File: src/rtl/plotfour_pkg.sv
// plotfour_pkg: shared seven-segment constants and decoder FSM encoding.
// Contents: SEG_0..SEG_F active-low glyph codes, SEG_BLANK all-off code, state_t.
package plotfour_pkg;
  localparam logic [6:0] SEG_0     = 7'h40;
  localparam logic [6:0] SEG_1     = 7'h79;
  localparam logic [6:0] SEG_2     = 7'h24;
  localparam logic [6:0] SEG_3     = 7'h30;
  localparam logic [6:0] SEG_4     = 7'h19;
  localparam logic [6:0] SEG_5     = 7'h12;
  localparam logic [6:0] SEG_6     = 7'h02;
  localparam logic [6:0] SEG_7     = 7'h78;
  localparam logic [6:0] SEG_8     = 7'h00;
  localparam logic [6:0] SEG_9     = 7'h10;
  localparam logic [6:0] SEG_A     = 7'h08;
  localparam logic [6:0] SEG_B     = 7'h03;
  localparam logic [6:0] SEG_C     = 7'h46;
  localparam logic [6:0] SEG_D     = 7'h21;
  localparam logic [6:0] SEG_E     = 7'h06;
  localparam logic [6:0] SEG_F     = 7'h0E;
  localparam logic [6:0] SEG_BLANK = 7'h7F;
  typedef enum logic [1:0] {ST_WAIT, ST_SETTLE, ST_LOCKED} state_t;
endpackage

File: src/rtl/seg7_lookup.sv
// seg7_lookup: combinational active-low seven-segment pattern to hex digit lookup.
// Ports: seg[6:0] pattern in; digit[3:0] decoded value, legal (one of 16 glyphs), is_blank (all-off).
module seg7_lookup
  import plotfour_pkg::*;
(
  input  logic [6:0] seg,
  output logic [3:0] digit,
  output logic       legal,
  output logic       is_blank
);
  always_comb begin
    digit = 4'h0;
    legal = 1'b1;
    is_blank = 1'b0;
    case (seg)
      SEG_0: digit = 4'h0;
      SEG_1: digit = 4'h1;
      SEG_2: digit = 4'h2;
      SEG_3: digit = 4'h3;
      SEG_4: digit = 4'h4;
      SEG_5: digit = 4'h5;
      SEG_6: digit = 4'h6;
      SEG_7: digit = 4'h7;
      SEG_8: digit = 4'h8;
      SEG_9: digit = 4'h9;
      SEG_A: digit = 4'hA;
      SEG_B: digit = 4'hB;
      SEG_C: digit = 4'hC;
      SEG_D: digit = 4'hD;
      SEG_E: digit = 4'hE;
      SEG_F: digit = 4'hF;
      SEG_BLANK: begin
        legal = 1'b0;
        is_blank = 1'b1;
      end
      default: legal = 1'b0;
    endcase
  end
endmodule

File: src/rtl/hex_seg_decoder.sv
// hex_seg_decoder: debounces a sampled seven-segment pattern and decodes it to a hex digit.
// Ports: clk, resetn (sync, active-low), seg_in[6:0], sample_en;
//        value[3:0], valid, blank, new_value (pulse), err (pulse), err_count[7:0] (saturating).
module hex_seg_decoder
  import plotfour_pkg::*;
#(
  parameter int unsigned STABLE_CYCLES = 4
) (
  input  logic       clk,
  input  logic       resetn,
  input  logic [6:0] seg_in,
  input  logic       sample_en,
  output logic [3:0] value,
  output logic       valid,
  output logic       blank,
  output logic       new_value,
  output logic       err,
  output logic [7:0] err_count
);
  state_t     r_state, w_state_nx;
  logic [6:0] r_sample;
  logic [3:0] r_cnt, w_cnt_nx;
  logic [3:0] w_digit, w_value_nx;
  logic       w_legal, w_is_blank, w_new, w_count, w_accept;
  logic       w_valid_nx, w_blank_nx, w_new_nx, w_err_nx;
  logic [7:0] w_errc_nx;

  seg7_lookup u_lookup (
    .seg      (seg_in),
    .digit    (w_digit),
    .legal    (w_legal),
    .is_blank (w_is_blank)
  );

  // WAIT forces the first enabled sample after reset to count as new, even 7F
  assign w_new    = sample_en && (r_state == ST_WAIT || seg_in != r_sample);
  assign w_count  = w_new || (sample_en && r_state == ST_SETTLE);
  assign w_cnt_nx = w_new ? 4'd1 : r_cnt + 4'd1;
  assign w_accept = w_count && (w_cnt_nx == 4'(STABLE_CYCLES));

  always_ff @(posedge clk)
    if (!resetn) r_state <= ST_WAIT;
    else r_state <= w_state_nx;

  always_comb w_state_nx = w_accept ? ST_LOCKED : w_new ? ST_SETTLE : r_state;

  always_comb begin
    w_value_nx = value;
    w_valid_nx = w_new ? 1'b0 : valid;
    w_blank_nx = w_new ? 1'b0 : blank;
    w_new_nx = 1'b0;
    w_err_nx = 1'b0;
    w_errc_nx = err_count;
    if (w_accept) begin
      w_valid_nx = w_legal;
      w_blank_nx = w_is_blank;
      w_new_nx = w_legal;
      w_err_nx = !w_legal && !w_is_blank;
      w_value_nx = w_legal ? w_digit : value;
      w_errc_nx = (w_err_nx && err_count != 8'hFF) ? err_count + 8'd1 : err_count;
    end
  end

  always_ff @(posedge clk) begin
    if (!resetn) begin
      r_sample <= SEG_BLANK;
      r_cnt <= 4'd0;
      value <= 4'h0;
      valid <= 1'b0;
      blank <= 1'b0;
      new_value <= 1'b0;
      err <= 1'b0;
      err_count <= 8'd0;
    end else begin
      if (w_new) r_sample <= seg_in;
      if (w_count) r_cnt <= w_cnt_nx;
      value <= w_value_nx;
      valid <= w_valid_nx;
      blank <= w_blank_nx;
      new_value <= w_new_nx;
      err <= w_err_nx;
      err_count <= w_errc_nx;
    end
  end
endmodule

File: config.mk
export PLATFORM = sky130hd
export DESIGN_NAME = hex_seg_decoder
export DESIGN_NICKNAME = d
export VERILOG_FILES = /design/src/rtl/plotfour_pkg.sv /design/src/rtl/seg7_lookup.sv /design/src/rtl/hex_seg_decoder.sv
export SDC_FILE = /design/constraint.sdc
export NUM_CORES = 1
export LEC_CHECK = 0
export ABC_AREA = 0
export CORE_ASPECT_RATIO = 1.1
export CORE_MARGIN = 1
export CORE_UTILIZATION = 48
export DETAILED_ROUTE_END_ITERATION = 8
export PLACE_DENSITY = 0.75
export SLEW_MARGIN = 20
export SYNTH_ARGS = -nofsm -noshare
export SYNTH_HDL_FRONTEND = slang
export SYNTH_SLANG_ARGS = --single-unit
File: constraint.sdc
create_clock -name clk -period 2.2 [get_ports clk]
set_input_delay 0.33 -clock clk [delete_from_list [all_inputs] [get_ports clk]]
set_output_delay 0.33 -clock clk [all_outputs]
set_load 0.1 [all_outputs]
==> results of run 1 <==
==> worst max-delay path by stage <==
| stage | endpoint | start | slack [ps] | cells past startpoint |
|---|---|---|---|---|
| after global routing | err_count[5]$_SDFFE_PN0P_ | seg_in[3] | -60 | 8 |
| after CTS | err_count[5]$_SDFFE_PN0P_ | seg_in[0] | 20 | 7 |
| after detailed placement | err_count[5]$_SDFFE_PN0P_ | seg_in[4] | -400 | 8 |
| after global placement | err_count[1]$_SDFFE_PN0P_ | seg_in[4] | -310 | 8 |
| final | value[3]$_SDFFE_PN0P_ | seg_in[3] | 20 | 8 |
| after floorplan | err_count[1]$_SDFFE_PN0P_ | err_count[5]$_SDFFE_PN0P_ | 20 | 7 |
==> registers in the layout, indices dropped and copies added (netlist names) <==
signal,count
new_value,1
err_count,8
r_state,2
err,1
blank,1
r_sample,7
value,4
valid,1
r_cnt,4
==> metrics by stage <==
step                      hold slack [ps]  setup WS [ps]  std cells  cell area (µm²)  util (%)
final                                 480           17.8        311             2340      69.6
after global routing                  512          -57.6        311             2340      69.6
after CTS                             475           17.3        307             2240      66.7
after detailed placement              457           -395        299             2190      65.2
after global placement                456           -306        299             2190      65.2
after floorplan                       444           22.8        201             1710         -
==> metal layers <==
layer | GRT usage (%) | vias to the layer above | wire, µm
met5 | 0 | - | 0
met4 | 8.04 | 0 | 70
met3 | 5.19 | 8 | 98
met2 | 46.6 | 36 | 2390
met1 | 27.6 | 822 | 1870
li1 | - | 871 | -
==> final cells by class <==
| type | instances | area (µm²) | area share (%) |
|---|---|---|---|
| sequential | 29 | 587 | 25.1 |
| multi-input combinational | 155 | 1100 | 47.0 |
| clock buffer | 8 | 48.8 | 2.09 |
| timing repair buffer | 66 | 523 | 22.4 |
| inverter | 5 | 18.8 | 0.803 |
| tap | 48 | 60.1 | 2.57 |
==> power by group through the flow <==
| stage | Combinational (mW) | Clock (mW) | Sequential [mW] |
|---|---|---|---|
| detailed placement | 0.171 | 0 | 0.555 |
| global route | 0.198 | 0.341 | 0.544 |
| global placement | 0.168 | 0 | 0.555 |
| floorplan | 0.0939 | 0 | 0.554 |
| CTS | 0.171 | 0.312 | 0.543 |
| finish | 0.182 | 0.301 | 0.543 |
==> placed cells by master (no fill, tap or decap), types with 3 or more instances in the layout <==
cell type,instances
nor2_1,11
nand2_1,21
dfxtp_1,24
nand3_1,6
buf_4,56
and4_1,3
clkbuf_4,5
nand4_1,6
or3_1,6
clkdlybuf4s50_1,7
dfxtp_2,5
a31oi_1,3
clkbuf_1,3
o211ai_1,3
o21ai_1,5
inv_1,5
mux2i_1,6
a21oi_1,12
xor2_1,8
o21ai_0,6
nor3_1,7
a211oi_1,6
==> repair_timing <==
item | 4_1_cts | 5_1_grt
gates cloned | 0 | 1
endpoints found under the setup margin | 6 | 15
buffers inserted | 0 | 3
pin swaps | 0 | 3
resized for setup | 1 | 15
==> cell families after synthesis <==
| kind of cell | after synthesis | share of synthesized area [%] |
|---|---|---|
| fa+ha+maj | 2 | 1.47 |
| xor+xnor | 9 | 5.07 |
| flops | 29 | 34.1 |
| compound gates | 52 | 20.6 |
| simple gates | 85 | 29.9 |
| buf+inv | 18 | 5.43 |
| mux | 6 | 3.52 |
==> critical path, delay by kind of cell <==
family	cells	cell delay [ps]
compound gates	3	500
buf+inv	2	580
simple gates	3	1020
==> results.yml, run 1 <==
grt:
  grt_overflow: 0
  antenna_found_initial: 0
  grt.total_usage_pct: 25.0
  grt_pass1_wl_um: 7350
  grt_pass1_vias: 1677
  grt_max_degree: 17
worst_setup_path:
  r2r_cells: 7
  crit_chain: "clkdlybuf4s50_1 > or4_1 > or3_4 > o211ai_4 > nor2b_2 > buf_4 > a211o_1 > a21oi_1"
  slowest_delay_ps: 560
  slowest_stage: "or4_1"
  path_max_fanout: 4
  timing.rr.start: "r_cnt[1]$_SDFFE_PN0P_"
  crit_type: "in -> reg"
  worstPathRequired_ps: 2440
  startpoint_type: "input pin"
  r2r_slack_ps: 110
  r2r-end: "err_count[5]$_SDFFE_PN0P_"
  crit_path_end_kind: "register"
  critPathArrivalTime_ps: 2420
sta:
  fin_crit_sh_pct: 99.2
  tightestPinTransition_ps: 539
  hold_violations: 0
  final.setup.tns_ps: 0
  slew_violations: 0
  final-setup-viol-count: 0
  fin_skew_ps: 3.78
  rsz0062_at_grt: "true"
  slew_headroom_pct: 64.0
  finalCriticalPeriod_ps: 2180
  fmax_ghz: 0.458
cts:
  insertion_delay_ps: 320
  cts_sinks: 29
  cts_tree: "built"
  cts_buffers: 5
  clockBufferDepth: 2
  clkSlewWorstSetupHoldPaths_ps: 90
  h-tree-depth: 2
  hold_buffers: 0
  clock-root-buffer: "clkbuf_4"
power:
  p_leak_nw: 0.920
  clockPowerShare_pct: 29.3
  switching_share_pct: 26.8
  p_sw_mw: 0.275
  ir_worst_vdd_v: 0.000367
  p_int_mw: 0.751
  seqPwrFrac_pct: 52.9
  power.total_mw: 1.03
  powerDensity_mw_per_mm2: 439
  p_comb_share_pct: 17.7
outcome:
  status: "complete, no violations"
die:
  die_w_um: 58.8
  die_h_um: 64.5
  start_util_pct: 50.7
  pin_count: 26
  core-area_mm2: 0.00336
  rows: 22
  die_area_mm2: 0.00379
hold_path:
  hp-start: "r_state[0]$_SDFFE_PP0P_"
  hold_depth: 2
  min_to: "r_state[0]$_SDFFE_PP0P_"
  min_path_type: "reg -> reg"
synth:
  synth.largest_area_cell: "dfxtp_1"
  yosysMostFrequentCell: "dfxtp_1"
  ys_top_cells_by_area: "dfxtp_1, nand2_1, xor2_1, a21oi_1, mux2i_1"
  syn_area_mm2: 0.00170
  syn_inst: 201
  yosys.cell_types.count: 49
  synth_top_area_share_pct: 34.1
  synth_flop_cell: "dfxtp_1"
  yosys_register_bits: 29
  async_flop_share_pct: 0
  seq_area_frac_synth_pct: 34.1
  syn_avg_cell_area_um2: 8.48
  synthesis.nets: 213
  synth_edf_count: 0
  ys_warn_count: 0
  synth_common_cells: "dfxtp_1, nand2_1, a21oi_1"
route:
  totalWireLength_um: 4420
  route.detailed.drc: 0
  firstDrtPassIters: 4
  via_per_inst: 5.59
  drt_iter0_markers: 136
  wire_per_inst_um: 14.2
  detail-route-antenna-nets: 0
  num_vias: 1737
final_layout:
  fin_nets: 274
  layout-drive-gt1-share_pct: 33.5
  n_fill_cell: 282
  diodes: 0
  area_growth_pct: 37.1
placement:
  place.gp.congestion: 0.868
  port-buffer-count: 25
  dp_hpwl_um: 3290
flow_run:
  cap_violations: 0
(Power assumes the default switching activity.)
==> run 2, diff against run 1 <==
--- a/config.mk
+++ b/config.mk
@@ -5,12 +5,12 @@
 export SDC_FILE = /design/constraint.sdc
 export NUM_CORES = 1
 export LEC_CHECK = 0
-export ABC_AREA = 0
-export CORE_ASPECT_RATIO = 1.1
+export ABC_AREA = 1
+export CORE_ASPECT_RATIO = 1.4
 export CORE_MARGIN = 1
 export CORE_UTILIZATION = 48
 export DETAILED_ROUTE_END_ITERATION = 8
-export PLACE_DENSITY = 0.75
+export PLACE_DENSITY = 0.76
 export SLEW_MARGIN = 20
 export SYNTH_ARGS = -nofsm -noshare
 export SYNTH_HDL_FRONTEND = slang
==> run 2 against run 1 <==
Maximum frequency rose by 4.5%. Core utilization rose by 0.72 points. Sequential power rose by 1%. Setup slack improved by 95 ps. Cell count rose by 14%. Register-to-register slack improved by 190 ps. Largest power group unchanged. Combinational power fell by 7%. Critical path depth rose by 7.
==> results.yml, run 2 <==
synth:
  synth.largest_area_cell: "dfxtp_1"
  async_flop_share_pct: 0
  ys_warn_count: 0
  yosysMostFrequentCell: "nand2_1"
  syn_area_mm2: 0.00163
  syn_inst: 257
  synth_flop_cell: "dfxtp_1"
  synth_top_area_share_pct: 35.5
  seq_area_frac_synth_pct: 35.5
  synth_edf_count: 0
  syn_avg_cell_area_um2: 6.36
  synthesis.nets: 269
  yosys_register_bits: 29
  synth_common_cells: "nand2_1, nor2_1, inv_1"
  ys_top_cells_by_area: "dfxtp_1, nand2_1, nor2_1, inv_1, nand3_1"
  yosys.cell_types.count: 25
power:
  p_comb_share_pct: 15.1
  switching_share_pct: 25.4
  p_int_mw: 0.841
  ir_worst_vdd_v: 0.000452
  seqPwrFrac_pct: 48.8
  p_leak_nw: 1.17
  clockPowerShare_pct: 36.2
  powerDensity_mw_per_mm2: 504
  p_sw_mw: 0.286
flow_run:
  cap_violations: 0
final_layout:
  diodes: 0
  n_fill_cell: 281
  final_cell_mix: "nand2_1, buf_4, nor2_1"
  post-route-cell-area_mm2: 0.00224
  layout_commonest_cell: "nand2_1"
  top_register: "err_count"
  fin_nets: 328
  reg_top3: "err_count (8), r_sample (7)"
  stdcell_count: 356
  layout-drive-gt1-share_pct: 22.1
  area_growth_pct: 36.9
  fin_util_pct: 70.3
  largest_reg_flops: 8
cts:
  clockBufferDepth: 2
  cts_sinks: 29
  insertion_delay_ps: 270
  cts_buffers: 5
  cts_tree: "built"
  clkSlewWorstSetupHoldPaths_ps: 60
  h-tree-depth: 2
  clock-root-buffer: "clkbuf_8"
sta:
  fmax_ghz: 0.479
  finalCriticalPeriod_ps: 2090
  slew_headroom_pct: 67.2
  rsz0062_at_grt: "true"
  fin_crit_sh_pct: 94.9
  tightestPinTransition_ps: 488
  hold_violations: 0
  holdWs_ps: 467
  fin_ws_ps: 112
  final-setup-viol-count: 0
  slew_violations: 0
  fin_skew_ps: 4.74
placement:
  dp_cells: 346
  port-buffer-count: 25
  place.gp.congestion: 0.889
  dp_hpwl_um: 3020
  place_ws_ps: -261
  place_area_mm2: 0.00211
grt:
  grt_max_degree: 15
  antenna_found_initial: 0
  grt_overflow: 0
  grt.total_usage_pct: 24.3
  grt_pass1_vias: 1694
  grt_pass1_wl_um: 6720
route:
  num_vias: 1809
  firstDrtPassIters: 5
  route.detailed.drc: 0
  detail-route-antenna-nets: 0
  wire_per_inst_um: 11.2
  drt_iter0_markers: 34
  via_per_inst: 5.08
  totalWireLength_um: 3970
die:
  core-area_mm2: 0.00318
  die_area_mm2: 0.00364
  die_w_um: 51.3
  pin_count: 26
  die_h_um: 71.0
  start_util_pct: 51.3
  rows: 24
worst_setup_path:
  path_max_fanout: 14
  cp-startpoint: "seg_in[1]"
  startpoint_type: "input pin"
  crit_type: "in -> reg"
  timing.rr.start: "err_count[0]$_SDFFE_PN0P_"
  critPathArrivalTime_ps: 2250
  crit_path_end_kind: "register"
  worstPathRequired_ps: 2360
hold_path:
  hp-start: "value[3]$_SDFFE_PN0P_"
  min_path_type: "reg -> reg"
outcome:
  status: "complete, no violations"
## run 2: cell types whose count changed after synthesis, moves of 6 or more
| cell | previous run | this run |
|---|---|---|
| nand2_1 | 21 | 69 |
| nor2_1 | 11 | 42 |
| inv_1 | 5 | 33 |
| nand3_1 | 6 | 23 |
| xor2_1 | 8 | 0 |
| buf_2 | 8 | 1 |
| or3_1 | 7 | 0 |
| a211oi_1 | 6 | 0 |
| a21oi_1 | 13 | 7 |
| mux2i_1 | 6 | 0 |
## run 2: worst paths after layout
| path | slack (ps) | to | depth (start not counted) |
|---|---|---|---|
| worst max register to register | 300 | err_count[0]$_SDFFE_PN0P_ | 10 |
| worst min-delay path | 470 | value[3]$_SDFFE_PN0P_ | 2 |
| worst min register to register | 470 | value[3]$_SDFFE_PN0P_ | 2 |
| worst max-delay path | 110 | err_count[0]$_SDFFE_PN0P_ | 15 |
## run 2: what timing repair did
item / 4_1_cts / 5_1_grt
hold buffers: 0 / 0
resized for setup: 0 / 10
setup buffers: 0 / 2
endpoints found under the setup margin: 0 / 8
## run 2: metal layers
layer / GRT usage (%) / vias up / wire length [µm]
met5: 0 / - / 0
met4: 10.2 / 0 / 75
met3: 5.16 / 7 / 130
met2: 46.2 / 45 / 2100
met1: 24.5 / 810 / 1670
li1: - / 947 / -
## run 2: kinds of logic (layout without fill, tap and decap cells)
family	Yosys count	after routing	synth area share, %
adder cells (fa/ha/maj)	2	2	1.53
buffers and inverters	43	103	10.6
AND/OR/NAND/NOR	154	154	41.0
flip-flops	29	29	35.5
AO/OA/AOI/OAI	26	26	9.65
XOR/XNOR	3	3	1.61
## run 2: metrics by stage
stage | TNS [ps] | total power [mW]
6_report | 0 | 1.13
2_1_floorplan | 0 | 0.644
5_1_grt | -29.0 | 1.19
3_5_place_dp | -1480 | 0.727
4_1_cts | 0 | 1.13
3_3_place_gp | -1430 | 0.725
## run 2: layout make-up
| type | count | area [µm²] | share of cell area (%) |
|---|---|---|---|
| Sequential cell | 29 | 587 | 26.2 |
| Multi-Input combinational cell | 185 | 897 | 40.1 |
| Tap cell | 39 | 48.8 | 2.18 |
| Inverter | 37 | 139 | 6.21 |
| Timing Repair Buffer | 58 | 485 | 21.7 |
| Clock buffer | 8 | 80.1 | 3.58 |
## run 2: power groups by stage
stage               clock network, mW  logic, mW  registers [mW]
CTS                             0.419      0.167           0.549
global placement                    0      0.165           0.560
detailed placement                  0      0.166           0.560
floorplan                           0     0.0857           0.558
finish                          0.408      0.170           0.549
global route                    0.449      0.187           0.551
## run 2: critical path: stages
cell and delay [ps]:
clkdlybuf4s50_1 430, inv_1 80, nor2_1 40, buf_4 150, nand2_1 80, nor2_1 50, nor2_1 130, nand2_1 140
nor2_4 120, nand3_2 120, nor2_4 150, buf_12 140, nand2_1 80, o21ai_0 160, nor2_1 60
